===== src/rtl/uart_transmitter.sv =====
// ---------------------------------------------------------------------------
// uart_transmitter
//
// Purpose
//   Serialises one byte per accepted write into an asynchronous UART frame:
//   start (0), D0..D7 LSB first, even parity, stop (1). Bit timing comes from
//   an internal sample-tick divider (OVERSAMPLE ticks per bit) driven by the
//   same baud_select table the far-end receiver uses.
//
// Configuration
//   UART_TX_TWO_STOP_EN  when defined, a second stop bit (STOP2) follows STOP
//                        and Tx_BUSY / Tx_DONE move to the end of STOP2.
//                        Undefined (default): single stop bit.
//
// Parameters
//   OVERSAMPLE  sample ticks per bit (bit period = OVERSAMPLE * DIV clocks)
//   DIV_W       width of the clock divider counter
//
// Ports
//   clk          in   system clock (50 MHz)
//   reset        in   asynchronous, active-low reset
//   baud_select  in   [2:0] baud code, latched when a write is accepted
//   Tx_EN        in   transmitter enable; 0 forces IDLE and aborts a frame
//   Tx_WR        in   write strobe (one-cycle pulse)
//   Tx_DATA      in   [7:0] byte to send, latched with Tx_WR
//   TxD          out  serial line, idles high (registered)
//   Tx_BUSY      out  high from the cycle after accept to the end of the frame
//   Tx_DONE      out  one-cycle pulse in the cycle the last stop bit ends
// ---------------------------------------------------------------------------
module uart_transmitter #(
    parameter int OVERSAMPLE = 16,
    parameter int DIV_W      = 14
) (
    input  logic       clk,
    input  logic       reset,
    input  logic [2:0] baud_select,
    input  logic       Tx_EN,
    input  logic       Tx_WR,
    input  logic [7:0] Tx_DATA,
    output logic       TxD,
    output logic       Tx_BUSY,
    output logic       Tx_DONE
);

    localparam int TICK_W = (OVERSAMPLE > 1) ? $clog2(OVERSAMPLE) : 1;

    typedef enum logic [2:0] {
        S_IDLE,
        S_START,
        S_DATA,
        S_PARITY,
        S_STOP
`ifdef UART_TX_TWO_STOP_EN
        ,
        S_STOP2
`endif
    } state_t;

    // Clocks per sample tick for each baud code (300 .. 115200 baud at 50 MHz).
    function automatic logic [DIV_W-1:0] baud_div(input logic [2:0] sel);
        case (sel)
            3'd0:    baud_div = DIV_W'(10417);
            3'd1:    baud_div = DIV_W'(2604);
            3'd2:    baud_div = DIV_W'(651);
            3'd3:    baud_div = DIV_W'(326);
            3'd4:    baud_div = DIV_W'(163);
            3'd5:    baud_div = DIV_W'(81);
            3'd6:    baud_div = DIV_W'(54);
            default: baud_div = DIV_W'(27);
        endcase
    endfunction

    // Registered state
    state_t            state;
    logic [DIV_W-1:0]  div_cnt;
    logic [TICK_W-1:0] tick_cnt;
    logic [2:0]        bit_idx;
    logic [7:0]        shreg;
    logic              parity_bit;
    logic [DIV_W-1:0]  div_lat;

    // Next-state values
    state_t            state_n;
    logic [DIV_W-1:0]  div_cnt_n;
    logic [TICK_W-1:0] tick_cnt_n;
    logic [2:0]        bit_idx_n;
    logic [7:0]        shreg_n;
    logic              parity_n;
    logic [DIV_W-1:0]  div_lat_n;
    logic              txd_n;
    logic              done_n;
    logic              tick;
    logic              bit_end;

    // Busy is simply "not idle"; since state is a register this rises in the
    // same cycle TxD falls for the start bit and drops with the Tx_DONE pulse.
    assign Tx_BUSY = (state != S_IDLE);

    // -----------------------------------------------------------------------
    // Next-state / datapath logic
    // -----------------------------------------------------------------------
    always_comb begin
        // NOTE: every signal written here gets a default first so no path
        // leaves one unassigned, which would infer a latch.
        state_n    = state;
        div_cnt_n  = div_cnt;
        tick_cnt_n = tick_cnt;
        bit_idx_n  = bit_idx;
        shreg_n    = shreg;
        parity_n   = parity_bit;
        div_lat_n  = div_lat;
        done_n     = 1'b0;
        tick       = 1'b0;
        bit_end    = 1'b0;

        if (!Tx_EN) begin
            // Disable aborts any frame in flight; nothing resumes later.
            state_n = S_IDLE;
        end else if (state == S_IDLE) begin
            if (Tx_WR) begin
                state_n   = S_START;
                shreg_n   = Tx_DATA;
                parity_n  = ^Tx_DATA;
                div_lat_n = baud_div(baud_select);
            end
        end else begin
            // Sample-tick divider: counts 0..DIV-1, ticks on the last count.
            if (div_cnt == div_lat - DIV_W'(1)) begin
                div_cnt_n = '0;
                tick      = 1'b1;
            end else begin
                div_cnt_n = div_cnt + DIV_W'(1);
            end

            // A bit ends on its OVERSAMPLE-th tick.
            if (tick) begin
                if (tick_cnt == TICK_W'(OVERSAMPLE - 1)) begin
                    tick_cnt_n = '0;
                    bit_end    = 1'b1;
                end else begin
                    tick_cnt_n = tick_cnt + TICK_W'(1);
                end
            end

            if (bit_end) begin
                case (state)
                    S_START: begin
                        state_n   = S_DATA;
                        bit_idx_n = '0;
                    end
                    S_DATA: begin
                        shreg_n = {1'b0, shreg[7:1]};
                        if (bit_idx == 3'd7) begin
                            state_n = S_PARITY;
                        end else begin
                            bit_idx_n = bit_idx + 3'd1;
                        end
                    end
                    S_PARITY: state_n = S_STOP;
`ifdef UART_TX_TWO_STOP_EN
                    S_STOP:   state_n = S_STOP2;
                    S_STOP2: begin
                        state_n = S_IDLE;
                        done_n  = 1'b1;
                    end
`else
                    S_STOP: begin
                        state_n = S_IDLE;
                        done_n  = 1'b1;
                    end
`endif
                    default:  state_n = S_IDLE;
                endcase
            end
        end

        // Counters sit at zero whenever the transmitter is (or is about to
        // be) idle, so a fresh accept always starts a full-length start bit.
        if (state_n == S_IDLE || state == S_IDLE) begin
            div_cnt_n  = '0;
            tick_cnt_n = '0;
            bit_idx_n  = '0;
        end

        // TxD is registered, so it is derived from where the FSM is going.
        case (state_n)
            S_START:  txd_n = 1'b0;
            S_DATA:   txd_n = shreg_n[0];
            S_PARITY: txd_n = parity_n;
            default:  txd_n = 1'b1;
        endcase
    end

    // -----------------------------------------------------------------------
    // State register
    // -----------------------------------------------------------------------
    always_ff @(posedge clk or negedge reset) begin
        if (!reset) begin
            state      <= S_IDLE;
            div_cnt    <= '0;
            tick_cnt   <= '0;
            bit_idx    <= '0;
            shreg      <= '0;
            parity_bit <= 1'b0;
            div_lat    <= '0;
            TxD        <= 1'b1;
            Tx_DONE    <= 1'b0;
        end else begin
            // NOTE: non-blocking assignments so every register samples the
            // pre-edge values, independent of statement order.
            state      <= state_n;
            div_cnt    <= div_cnt_n;
            tick_cnt   <= tick_cnt_n;
            bit_idx    <= bit_idx_n;
            shreg      <= shreg_n;
            parity_bit <= parity_n;
            div_lat    <= div_lat_n;
            TxD        <= txd_n;
            Tx_DONE    <= done_n;
        end
    end

endmodule


===== config.mk =====
export PLATFORM = sky130hd
export DESIGN_NAME = uart_transmitter
export DESIGN_NICKNAME = d
export VERILOG_FILES = /design/src/rtl/uart_transmitter.sv
export SDC_FILE = /design/constraint.sdc
export NUM_CORES = 1
export LEC_CHECK = 0
export ABC_AREA = 1
export CAP_MARGIN = 15
export CELL_PAD_IN_SITES_DETAIL_PLACEMENT = 1
export CELL_PAD_IN_SITES_GLOBAL_PLACEMENT = 1
export CORE_MARGIN = 2
export CORE_UTILIZATION = 47
export DETAILED_ROUTE_END_ITERATION = 16
export PLACE_DENSITY_LB_ADDON = 0.1
export SETUP_SLACK_MARGIN = 0.4
export SYNTH_ARGS = -nofsm -noshare
export SYNTH_HDL_FRONTEND = slang
export SYNTH_SLANG_ARGS = --single-unit

===== constraint.sdc =====
create_clock -name clk -period 3.94 [get_ports clk]
set_clock_uncertainty 0.05 [all_clocks]
set_input_delay 0.788 -clock clk [delete_from_list [all_inputs] [get_ports clk]]
set_output_delay 0.788 -clock clk [all_outputs]
set_load 0.02 [all_outputs]

==> metrics.md <==
| Metric | Value |
|---|---|
| Status | finished, final reports clean |
| Fin crit period | 2970 ps |
| Least-Margin Pin Slew | between 500 and 600 ps |
| Yosys warning count | 0 |
| Commonest cells in the netlist | nand2_1, inv_1, nor2_1, dfrtp_1, nand3_1 |
| Endpoints failing setup | 0 |
| Clk_lat worst skew | between 300 and 400 ps |
| Peak supply drop | 187 uV |
| # diodes | 0 |
| Final antenna-violating net count | 0 |
| WP data arrival | about 3200 ps |
| Reg2Reg Depth | 14 |
| Yosys cell types | 34 |
| IO Count | 18 |
| Gate Count Post-Synth | 471 |
| Hold buffers post-CTS | 0 |
| #FFs+latches synth | 47 |
| Clock-pin slew of the registers on the worst-case setup and hold paths | about 90 ps |
| GRT Overall Usage | 0.250 |
| Sequential fraction of the synthesis area | 0.358 |
| Worst Path Required | 4130 ps |
| Worst Setup Start Kind | flip-flop |
| Routed len/inst | 14.9 um |
| Max-Cap Viols | 0 |
| Setup bufs post-CTS | 0 |
| Tcrit/Tclk final | 0.754 |
| Die width | 87.6 um |
| H-tree depth | 2 |
| Vias in the first global route | about 3100 |
| Critical path class | flip-flop to flip-flop |
| First-pass GRT wire length | ~15000 um |
| PortBufs | 17 |
| Fill cell count | 904 |
| Syn_nets | around 500 |
| Placer Congestion | between 0.9 and 1 |
| Initial Util | 0.483 |
| Congestion Overflow GR | 0 |
| Crit Path Max Fanout | 14 |
| Fin. Hold Viols | 0 |
| Final core occ | 0.538 |
| Post-CTS Resized | 0 |
| Sinks on Clock Net | 47 |
| RSZ-0062 raised after global routing | no |
| DR vias/cell | 5.23 |
| Yosys top cell area share | 0.350 |
| Cell Pwr Density | approximately 330 nW/um^2 |
| Deepest clock path buffer count | 2 |
| Slew headroom | 0.615 |
| Pins over their slew limit | 0 |
| Hold WC Path Type | input port to asynchronous set/reset pin |
| Cell Area, Synth | 3280 sq um |
| Leading register cell type out of synthesis | dfrtp_1 |
| P_leak | ~1.8 nW |
| Synth async-reset ratio | 1.00 |
| Setup tns final | 0 ps |
| Dpl hpwl | a little under 7000 um |
| CTS root buffer | clkbuf_8 |
| Total Wirelength | 8780 um |
| Total CTS buffers | 5 |
| Max frequency | about 340 MHz |
| Vias | 3074 |
| Post-synth EDFFs | 0 |
| Top post-synthesis cells by area | dfrtp_1, nand2_1, inv_1 |
| Final net count | between 500 and 600 |
| Area leader, netlist | dfrtp_1 |
| Die H | 87.6 um |
| Layout cells sized above 1 | 0.104 |
| Top-count cell post-synth | nand2_1 |
| Area delta synth->final | 11.2% |
| Row Count | 30 |
| TritonCTS clock tree | yes |
| Initial antenna violation count | 0 |
| Crit end category | flip-flop |
| Iter 0 DRT Violations | 110 |
| Drt first pass iters | 4 |
| Die area | 7670 sq um |
| DRC Markers | 0 |
| Syn_area_per_cell | 6.97 sq um |
| Largest net degree at the start of global routing | 48 |
| Core ar. | ~6800 sq um |
report_power, final:
group          total (W)  switching, W  internal [W]
Sequential      0.000563     0.0000387      0.000524
Combinational   0.000350      0.000230      0.000120
Clock           0.000300      0.000176      0.000124
Total            0.00121      0.000445      0.000768
worst max-delay path, cell delays in order, from the launching register on:
cell and delay, ps:
dfrtp_1 400, inv_1 190, ha_1 260, nand2_1 70
nor2_1 260, nand2_1 130, nand2_1 70, nand2_1 50
nor2_1 90, nand3_1 100, nor2_2 190, nand4_1 220
a21oi_2 560, nor2_1 90, a31oi_1 150
routing by layer:
layer	global-route usage	wire length, um
met4	0.0657	128
met3	0.0349	151
met5	0	0
met1	0.355	4350
met2	0.404	4160
logic make-up after synthesis:
kind of cell | count (synthesis) | share of synthesized area
buf+inv | 77 | 0.0926
flops | 47 | 0.358
xor+xnor | 22 | 0.0587
fa+ha+maj | 5 | 0.0190
compound gates | 36 | 0.0648
simple gates | 284 | 0.406
cell usage in the layout (no fill, tap or decap), drive strengths merged, types with 6 or more instances in the layout:
cell type	Yosys	layout
nor2	64	64
xor2	14	14
xnor2	8	8
clkdlybuf4s50	0	16
o21ai	19	19
inv	69	69
a31oi	6	6
nand2	135	135
dfrtp	46	46
clkbuf	3	6
nand4	18	18
nor3	17	17
a21oi	7	7
nand3	42	42
cell type report:
class | instances | area, sq um | share of cell area
clock buffers | 6 | 72.6 | 0.0199
repair buffers | 21 | 208 | 0.0569
well taps | 96 | 120 | 0.0329
inverters | 69 | 259 | 0.0709
flip-flops and latches | 47 | 1180 | 0.322
multi-input cells | 347 | 1800 | 0.494
clock inverters | 2 | 12.5 | 0.00343
flip-flops by register name (all words and copies together), names as in the netlist:
name / cells
div_cnt: 14
div_lat: 12
shreg: 8
tick_cnt: 4
bit_idx: 3
state: 3
TxD: 1
Tx_DONE: 1
parity_bit: 1
through the flow:
stage / std cells / hold slack (ps) / area [sq um] / total power [W] / setup slack (ps)
after floorplan: 471 / 411 / 3280 / 0.000812 / 1540
after global placement: 579 / 450 / 3550 / 0.000906 / 880
after detailed placement: 579 / 462 / 3550 / 0.000920 / 818
after CTS: 587 / 482 / 3630 / 0.00122 / 978
after global routing: 588 / 318 / 3650 / 0.00129 / 588
final: 588 / 309 / 3650 / 0.00121 / 971
path summary, 6_finish.rpt:
kind | startpoint | slack (ps) | to
worst max register to register | div_lat[0] | 970 | shreg[2]
worst min register to register | div_lat[13] | 470 | div_lat[13]
max in group asynchronous | reset | 2980 | TxD
min in group clk | div_lat[13] | 470 | div_lat[13]
worst max-delay path | div_lat[0] | 970 | shreg[2]
worst min-delay path | reset | 310 | tick_cnt[0]
Power figures use the tool's default switching activity.
